## src/rtl/alu_controller.sv

```systemverilog
// Multi-cycle control FSM for a 16-bit ALU datapath: fetch, decode, exec, mem, write-back.
// Owns the PC, instruction register and latched ALU flags; the datapath itself is external.
module alu_controller #(
  parameter int BW = 16,
  parameter int AW = 8
) (
  input  logic          clk,
  input  logic          rst,
  output logic          instr_req,
  output logic [AW-1:0] instr_addr,
  input  logic          instr_valid,
  input  logic [15:0]   instr_data,
  output logic [3:0]    alu_opcode,
  input  logic [2:0]    alu_flags,
  output logic [2:0]    rf_raddr_a,
  output logic [2:0]    rf_raddr_b,
  output logic [2:0]    rf_waddr,
  output logic          rf_wen,
  output logic [1:0]    wb_sel,
  output logic [BW-1:0] imm,
  output logic          mem_req,
  output logic          mem_we,
  input  logic          mem_ready,
  output logic [AW-1:0] pc,
  output logic [2:0]    flags_q,
  output logic          halted,
  output logic          illegal
);

  localparam logic [3:0] OP_MOVA = 4'h6;
  localparam logic [3:0] OP_LD   = 4'h8;
  localparam logic [3:0] OP_ST   = 4'h9;
  localparam logic [3:0] OP_LI   = 4'hA;
  localparam logic [3:0] OP_BR   = 4'hB;
  localparam logic [3:0] OP_HALT = 4'hF;
  localparam logic [3:0] OP_IDLE = 4'hF;

  localparam logic [1:0] WB_ALU = 2'd0;
  localparam logic [1:0] WB_MEM = 2'd1;
  localparam logic [1:0] WB_IMM = 2'd2;

  typedef enum logic [2:0] {
    S_FETCH,
    S_DECODE,
    S_EXEC,
    S_MEM,
    S_WB,
    S_HALT
  } state_t;

  typedef struct packed {
    logic is_alu;
    logic is_ld;
    logic is_st;
    logic is_li;
    logic is_br;
    logic is_halt;
    logic is_ill;
  } dec_t;

  state_t        state, state_nxt;
  logic [15:0]   ir, ir_nxt;
  logic [AW-1:0] pc_nxt;
  logic [2:0]    flags_nxt;
  logic [3:0]    op;
  logic [2:0]    cond;
  logic          br_taken;
  dec_t          dec;

  assign op   = ir[15:12];
  assign cond = ir[11:9];

  always_comb begin
    dec         = '0;
    dec.is_alu  = ~op[3];
    dec.is_ld   = (op == OP_LD);
    dec.is_st   = (op == OP_ST);
    dec.is_li   = (op == OP_LI);
    dec.is_br   = (op == OP_BR);
    dec.is_halt = (op == OP_HALT);
    dec.is_ill  = (op[3:2] == 2'b11) && (op != OP_HALT);
  end

  // cond==000 is an unconditional branch; otherwise any selected flag set takes it
  assign br_taken = (cond == 3'b000) || ((cond & flags_q) != 3'b000);

  // Register-file addressing and the immediate are pure functions of ir
  assign rf_raddr_a = ir[8:6];
  assign rf_raddr_b = ir[5:3];
  assign rf_waddr   = ir[11:9];
  assign imm        = BW'($signed(ir[8:0]));
  assign instr_addr = pc;

  always_ff @(posedge clk) begin
    if (rst) begin
      state   <= S_FETCH;
      pc      <= '0;
      ir      <= '0;
      flags_q <= '0;
    end else begin
      state   <= state_nxt;
      pc      <= pc_nxt;
      ir      <= ir_nxt;
      flags_q <= flags_nxt;
    end
  end

  always_comb begin
    state_nxt  = state;
    pc_nxt     = pc;
    ir_nxt     = ir;
    flags_nxt  = flags_q;
    instr_req  = 1'b0;
    alu_opcode = OP_IDLE;
    rf_wen     = 1'b0;
    wb_sel     = WB_ALU;
    mem_req    = 1'b0;
    mem_we     = 1'b0;
    halted     = 1'b0;
    illegal    = 1'b0;

    case (state)
      S_FETCH: begin
        instr_req = 1'b1;
        if (instr_valid) begin
          ir_nxt    = instr_data;
          pc_nxt    = pc + AW'(1);
          state_nxt = S_DECODE;
        end
      end

      S_DECODE: begin
        if (dec.is_alu || dec.is_ld || dec.is_st) begin
          state_nxt = S_EXEC;
        end else if (dec.is_li) begin
          state_nxt = S_WB;
        end else if (dec.is_br) begin
          // pc already points past the branch; offset is relative to that
          if (br_taken) pc_nxt = pc + AW'($signed(ir[8:0]));
          state_nxt = S_FETCH;
        end else if (dec.is_halt) begin
          state_nxt = S_HALT;
        end else begin
          illegal   = dec.is_ill;
          state_nxt = S_FETCH;
        end
      end

      S_EXEC: begin
        if (dec.is_alu) begin
          alu_opcode = op;
          flags_nxt  = alu_flags;
          state_nxt  = S_WB;
        end else if (dec.is_ld || dec.is_st) begin
          alu_opcode = OP_MOVA;
          state_nxt  = S_MEM;
        end else begin
          state_nxt = S_FETCH;
        end
      end

      S_MEM: begin
        // ALU passes reg A through as the data-memory address
        alu_opcode = OP_MOVA;
        mem_req    = 1'b1;
        mem_we     = dec.is_st;
        if (mem_ready) state_nxt = dec.is_ld ? S_WB : S_FETCH;
      end

      S_WB: begin
        rf_wen = 1'b1;
        if (dec.is_ld)      wb_sel = WB_MEM;
        else if (dec.is_li) wb_sel = WB_IMM;
        else                wb_sel = WB_ALU;
        if (dec.is_alu) alu_opcode = op;
        state_nxt = S_FETCH;
      end

      S_HALT: begin
        halted = 1'b1;
      end

      default: begin
        state_nxt = S_FETCH;
      end
    endcase
  end

endmodule

```

## config.mk

```make
export PLATFORM = sky130hd
export DESIGN_NAME = alu_controller
export DESIGN_NICKNAME = d
export VERILOG_FILES = /design/src/rtl/alu_controller.sv
export SDC_FILE = /design/constraint.sdc
export NUM_CORES = 1
export LEC_CHECK = 0
export CORE_MARGIN = 2
export CORE_UTILIZATION = 43
export CTS_CLUSTER_DIAMETER = 150
export DETAILED_ROUTE_END_ITERATION = 10
export PLACE_DENSITY = 0.86
export SYNTH_ARGS = -nofsm -noshare
export SYNTH_HDL_FRONTEND = slang
export SYNTH_SLANG_ARGS = --single-unit
```

## constraint.sdc

```tcl
create_clock -name clk -period 3 [get_ports clk]
set_clock_uncertainty 0.2 [all_clocks]
set_input_delay 0.45 -clock clk [delete_from_list [all_inputs] [get_ports clk]]
set_output_delay 0.45 -clock clk [all_outputs]
set_load 0.05 [all_outputs]
```

==> run summary, run 1 <==
port bufs = 78
XOR/XNOR Fraction of Synth Area = 1.34%
GR Overflow Total = 0
Final nets = 333
Setup CP Type = reg2out
DR WL met3 = 300 um
setup TNS = 0 ns
register area share after synthesis = 30.7%
vias in the first global route = 1,699
Post-route DRC = 0
initial drt markers = 111
mux cell area share after synthesis = 3.07%
first-pass GRT wire length = 8050 um
PwrDens = 571 nW/um^2
Core ar. = 4380 um^2
worst skew pair latency = 0.28 ns
DIE WIDTH = 71.5 um
Synth async-reset ratio = 0%
H-tree depth = 2
Post-DP HPWL = 3640 um
Die ar. = 5110 um^2
complex-gate fraction of the synthesized area = 17.1%
1st-pass router iterations = 4
fin util = 59.6%
GRT Overall Usage = 19.8%
unrepaired setup endpoints after global routing = no
highest clock rate = 366 MHz
Multi-input gate area = 1010 um^2
Post-synth EDFFs = 0
clock buffer depth = 2
Vias/cell = 5.24
CTS tree = done
WL/cell = 13.8 um
Layout area overhead = 33.5%
Final setup viols = 0
CP required = 2.35 ns
number of diodes = 0
Slew @ Worst Pin = 0.620 ns
M1 WL = 2050 um
Min Clock Period, post-route = 2.73 ns
PostCTS Resize Cnt = 0
IO Count = 79
hold depth = 2
register area = 601 um^2
fraction of the mapped netlist area in simple logic gates = 24.7%
FP Rows = 24
Reg clk slew, reported paths = 0.06 ns
initial antenna violation count = 0
VDD IR-drop max = 0.000358 V
Highest Signal Layer = met4
worst r2r path cells = 9
synth warn = 0
post-synthesis adder-cell area fraction = 5.49%
final hold violation count = 0
Layout fillers = 418
#FFs+latches synth = 30
HP Class = reg2reg
hold-fix buffers at CTS = 0
slew margin rel. = 58.6%
Syn Area/Cell = 7.57 um^2
Max Cap Viol = 0
Critical Path AT = 2.08 ns
Via Count = 1,848
Synth Cell Area = 1960 um^2
most frequent cells in the layout = clkdlybuf4s50_1 (77), nand2_1 (46), dfxtp_1 (30)
fin. max-slew vios = 0
largest family of logic cells by synthesized area = simple AND/OR/NAND/NOR gates
library cells used by synthesis = 45
TritonCTS Buffers = 5
number of cells produced by synthesis = 259
root buf cell = clkbuf_8
most common cell after layout, fill and taps aside = clkdlybuf4s50_1
share of cells above drive strength 1 = 5.32%
Leak = 1.01 nW
CTS Sinks = 30
crit path max fanout = 12
syn_nets = 290
DIE HEIGHT = 71.5 um
Worst Setup Start Kind = flip-flop
ANT nets after route = 0
starting density of the core = 44.7%
largest net degree at the start of global routing = 25
Tcrit/Tclk final = 91.1%
Synth Flop Type = dfxtp_1
gpl congestion = 0.869
post-CTS setup buffers = 0
total wire length = 4860 um
met2 wire len = 2440 um
run status = finished, final reports clean
Worst setup EP type = primary output
[critical path, cell delays in order, from the launching register on]
cell	delay [ns]
dfxtp_1	0.35
buf_4	0.19
nand2b_1	0.18
a21oi_1	0.10
a21oi_1	0.17
clkdlybuf4s50_1	0.82
[final timing paths]
| check | startpoint | slack [ns] | endpoint |
|---|---|---|---|
| setup / recovery | state[2] | 0.27 | alu_opcode[0] |
| hold / removal | ir[1] | 0.29 | ir[1] |
| setup reg to reg | state[1] | 0.40 | instr_addr[7] |
| hold reg to reg | ir[1] | 0.29 | ir[1] |
[flip-flops by register name, summed over array words and instances, names as in the netlist]
name,flops
state,3
flags_q,3
instr_addr,8
ir,16
[through the flow]
step	setup WS, ns	area [um^2]	std cells	power [W]	hold slack, ns
2_1_floorplan	0.0185	1960	259	0.00101	0.245
3_3_place_gp	0.445	2530	347	0.00117	0.264
3_5_place_dp	0.372	2530	347	0.00118	0.282
4_1_cts	0.251	2620	353	0.00150	0.292
5_1_grt	0.0855	2620	353	0.00157	0.305
6_report	0.267	2620	353	0.00149	0.286
[cell type report]
| type | instances | area share (%) |
|---|---|---|
| well taps | 52 | 2.49 |
| repair buffers | 84 | 31.5 |
| inverters | 8 | 1.15 |
| clock buffers | 6 | 3.16 |
| multi-input cells | 173 | 38.8 |
| flip-flops and latches | 30 | 23.0 |
[power breakdown]
| group | internal (W) | leakage (nW) | total, W | switching, W |
|---|---|---|---|---|
| clock | 0.000176 | 0.0431 | 0.000315 | 0.000139 |
| combinational | 0.000244 | 0.720 | 0.000691 | 0.000447 |
| sequential | 0.000439 | 0.245 | 0.000487 | 0.0000487 |
[routing by layer]
metal / track usage (%) / vias up
met1: 24.5 / 854
met5: 0 / -
met2: 34.1 / 58
met4: 5.66 / 0
li1: - / 929
met3: 5.20 / 7
[Yosys cell counts (2+ instances only)]
cell	number	area, um^2
o21ai_0	10	50.1
nor4b_1	2	17.5
mux2i_1	6	60.1
xnor2_1	2	17.5
ha_1	7	87.6
and2_1	8	50.1
o211ai_1	2	15.0
buf_4	33	248
a21oi_1	28	140
nand2b_1	3	18.8
clkbuf_1	11	41.3
nor3_1	4	20.0
nor4_1	2	12.5
inv_1	8	30.0
nor2b_1	6	37.5
nand2_1	46	173
buf_2	3	15.0
nor2_1	19	71.3
dfxtp_1	30	601
or2_2	2	12.5
a211oi_1	3	22.5
[cell families after synthesis]
| group | after synthesis |
|---|---|
| AOI/OAI and AO/OA | 55 |
| adders and majority gates | 8 |
| DFF | 30 |
| buffers and inverters | 56 |
| and+or+nand+nor | 101 |
| xor gates and xnor gates | 3 |
| muxes | 6 |
Power figures use the tool's default switching activity.
==> run 2: changes to the inputs <==
- ABC_AREA: default -> 1
- CORE_UTILIZATION: 43 -> 44
- HOLD_SLACK_MARGIN: default -> 0.03
==> run summary, run 2 <==
run status = finished, final reports clean (unchanged)
fin. max-slew vios = 0 (unchanged)
Vias/cell = 4.88 (was 5.24)
unrepaired setup endpoints after global routing = no (unchanged)
Synth Flop Type = dfxtp_1 (unchanged)
mux cell area share after synthesis = 0% (was 3.07%)
fin util = 61.1% (was 59.6%)
VDD IR-drop max = 0.000640 V (was 0.000358 V)
Synth top area share = 29.4% (was 30.7%)
largest net degree at the start of global routing = 28 (was 25)
number of cells produced by synthesis = 290 (was 259)
worst skew pair latency = 0.28 ns (about the same)
PwrDens = 881 nW/um^2 (was 571 nW/um^2)
CP required = 2.35 ns (about the same)
highest clock rate = 349 MHz (was 366 MHz)
GR Overflow Total = 0 (unchanged)
Tcrit/Tclk final = 95.4% (was 91.1%)
H-tree depth = 2 (unchanged)
most frequent cells in the layout = clkdlybuf4s50_1 (77), nand2_1 (49), nor2_1 (34) (was clkdlybuf4s50_1 (77), nand2_1 (46), dfxtp_1 (30))
library cells used by synthesis = 32 (was 45)
Synth async-reset ratio = 0% (unchanged)
Post-DP HPWL = 3600 um (was 3640 um)
hold-fix buffers at CTS = 0 (unchanged)
GRT Overall Usage = 18.6% (was 19.8%)
CTS Sinks = 30 (unchanged)
Synth Cell Area = 2040 um^2 (was 1960 um^2)
Core ar. = 4410 um^2 (was 4380 um^2)
largest cells by area after synthesis = dfxtp_1 (29%), buf_4 (13%), nand2_1 (9.0%) (was dfxtp_1 (31%), buf_4 (13%), nand2_1 (8.8%))
1st-pass router iterations = 4 (unchanged)
synth warn = 0 (unchanged)
Leak = 1.15 nW (was 1.01 nW)
complex-gate fraction of the synthesized area = 13.2% (was 17.1%)
crit path max fanout = 5 (was 12)
DIE WIDTH = 72.1 um (was 71.5 um)
syn_nets = 321 (was 290)
Die ar. = 5200 um^2 (was 5110 um^2)
fraction of the mapped netlist area in simple logic gates = 29.6% (was 24.7%)
gpl congestion = 0.876 (was 0.869)
post-synth top area cell = dfxtp_1 (unchanged)
Final setup viols = 0 (unchanged)
Slew @ Worst Pin = 0.582 ns (was 0.620 ns)
Via Count = 1,897 (was 1,848)
Setup CP Type = reg2out (unchanged)
clock buffer depth = 2 (unchanged)
Post-synth EDFFs = 0 (unchanged)
Worst setup EP type = primary output (unchanged)
max reg flops = 16 (unchanged)
total wire length = 4710 um (was 4860 um)
Max Cap Viol = 0 (unchanged)
TritonCTS Buffers = 5 (unchanged)
slew margin rel. = 61.1% (was 58.6%)
Layout area overhead = 32.3% (was 33.5%)
starting density of the core = 46.2% (was 44.7%)
#FFs+latches synth = 30 (unchanged)
HP Class = reg2reg (unchanged)
Reg clk slew, reported paths = 0.06 ns (about the same)
Largest Register = ir (unchanged)
Critical Path AT = 2.21 ns (was 2.08 ns)
ANT nets after route = 0 (unchanged)
share of cells above drive strength 1 = 9.20% (was 5.32%)
Min Clock Period, post-route = 2.86 ns (was 2.73 ns)
first-pass GRT wire length = 7730 um (was 8050 um)
top-count cell post-synth = nand2_1 (unchanged)
most common cell after layout, fill and taps aside = clkdlybuf4s50_1 (unchanged)
initial antenna violation count = 0 (unchanged)
largest family of logic cells by synthesized area = simple AND/OR/NAND/NOR gates (unchanged)
XOR/XNOR Fraction of Synth Area = 1.72% (was 1.34%)
FP Rows = 24 (unchanged)
setup TNS = 0 ns (unchanged)
Final nets = 367 (was 333)
Worst Setup Start Kind = flip-flop (unchanged)
DIE HEIGHT = 72.1 um (was 71.5 um)
initial drt markers = 95 (was 111)
vias in the first global route = 1,760 (was 1,699)
post-CTS setup buffers = 0 (unchanged)
final hold violation count = 0 (unchanged)
port bufs = 78 (unchanged)
Syn Area/Cell = 7.03 um^2 (was 7.57 um^2)
post-synthesis adder-cell area fraction = 5.28% (was 5.49%)
root buf cell = clkbuf_8 (unchanged)
WL/cell = 12.1 um (was 13.8 um)
Post-route DRC = 0 (unchanged)
IO Count = 79 (unchanged)
number of diodes = 0 (unchanged)
worst hold slack = 0.283 ns (was 0.286 ns)
Commonest cells post-synth = nand2_1 (49), nor2_1 (35), buf_4 (34) (was nand2_1 (46), buf_4 (33), dfxtp_1 (30))
register area share after synthesis = 29.4% (was 30.7%)
CTS tree = done (unchanged)
-- run 2: layer usage --
layer | GRT usage, % | part of all wire (%)
met1 | 24.1 | 45
met2 | 30.9 | 48
met3 | 4.03 | 5.2
met4 | 6.29 | 1.3
met5 | 0 | 0
-- run 2: final timing paths --
check                           startpoint       endpoint  slack (ns)  depth (start not counted)
worst min register to register       ir[2]          ir[2]        0.28                          2
worst max register to register    state[0]  instr_addr[6]        0.52                         12
worst max-delay path              state[1]  alu_opcode[3]        0.14                          7
worst min-delay path                 ir[2]          ir[2]        0.28                          2
-- run 2: per-stage QoR --
stage / setup slack [ns] / area (um^2) / cells / power, W
global placement: 0.431 / 2610 / 381 / 0.00204
CTS: 0.0438 / 2700 / 389 / 0.00239
global route: 0.0214 / 2700 / 389 / 0.00252
finish: 0.137 / 2700 / 389 / 0.00238
detailed placement: 0.343 / 2610 / 381 / 0.00206
floorplan: 0.185 / 2040 / 290 / 0.00176
-- run 2: cell families after synthesis --
| kind of cell | after synthesis |
|---|---|
| AND/OR/NAND/NOR | 121 |
| AO/OA/AOI/OAI | 51 |
| flip-flops | 30 |
| adder cells (fa/ha/maj) | 8 |
| XOR/XNOR | 4 |
| buffers and inverters | 76 |
-- run 2: area by class of cell --
class                      instances  area, um^2
inverter                          37         140
clock buffer                       7        86.3
fill                             391        1720
clock inverter                     1        5.00
timing repair buffer              78         783
tap                               52        65.1
sequential                        30         601
multi-input combinational        184        1020
-- run 2: what timing repair did --
action                                 CTS  global route
setup endpoints to repair                0             1
endpoints found under the hold margin    0             0
gates resized for setup                  0             1
-- run 2: report_power, final --
| group | total [W] | switching [W] | internal (W) |
|---|---|---|---|
| clock | 0.000330 | 0.000146 | 0.000185 |
| combinational | 0.00147 | 0.000986 | 0.000484 |
| sequential | 0.000579 | 0.0000894 | 0.000489 |
| total | 0.00238 | 0.00122 | 0.00116 |
-- run 2: worst max-delay path: stages, from the launching register on --
cell	delay, ns
dfxtp_1	0.49
inv_2	0.11
nand2_1	0.11
nor2_2	0.06
inv_2	0.09
nand2_1	0.10
o22ai_2	0.16
clkdlybuf4s50_1	0.82
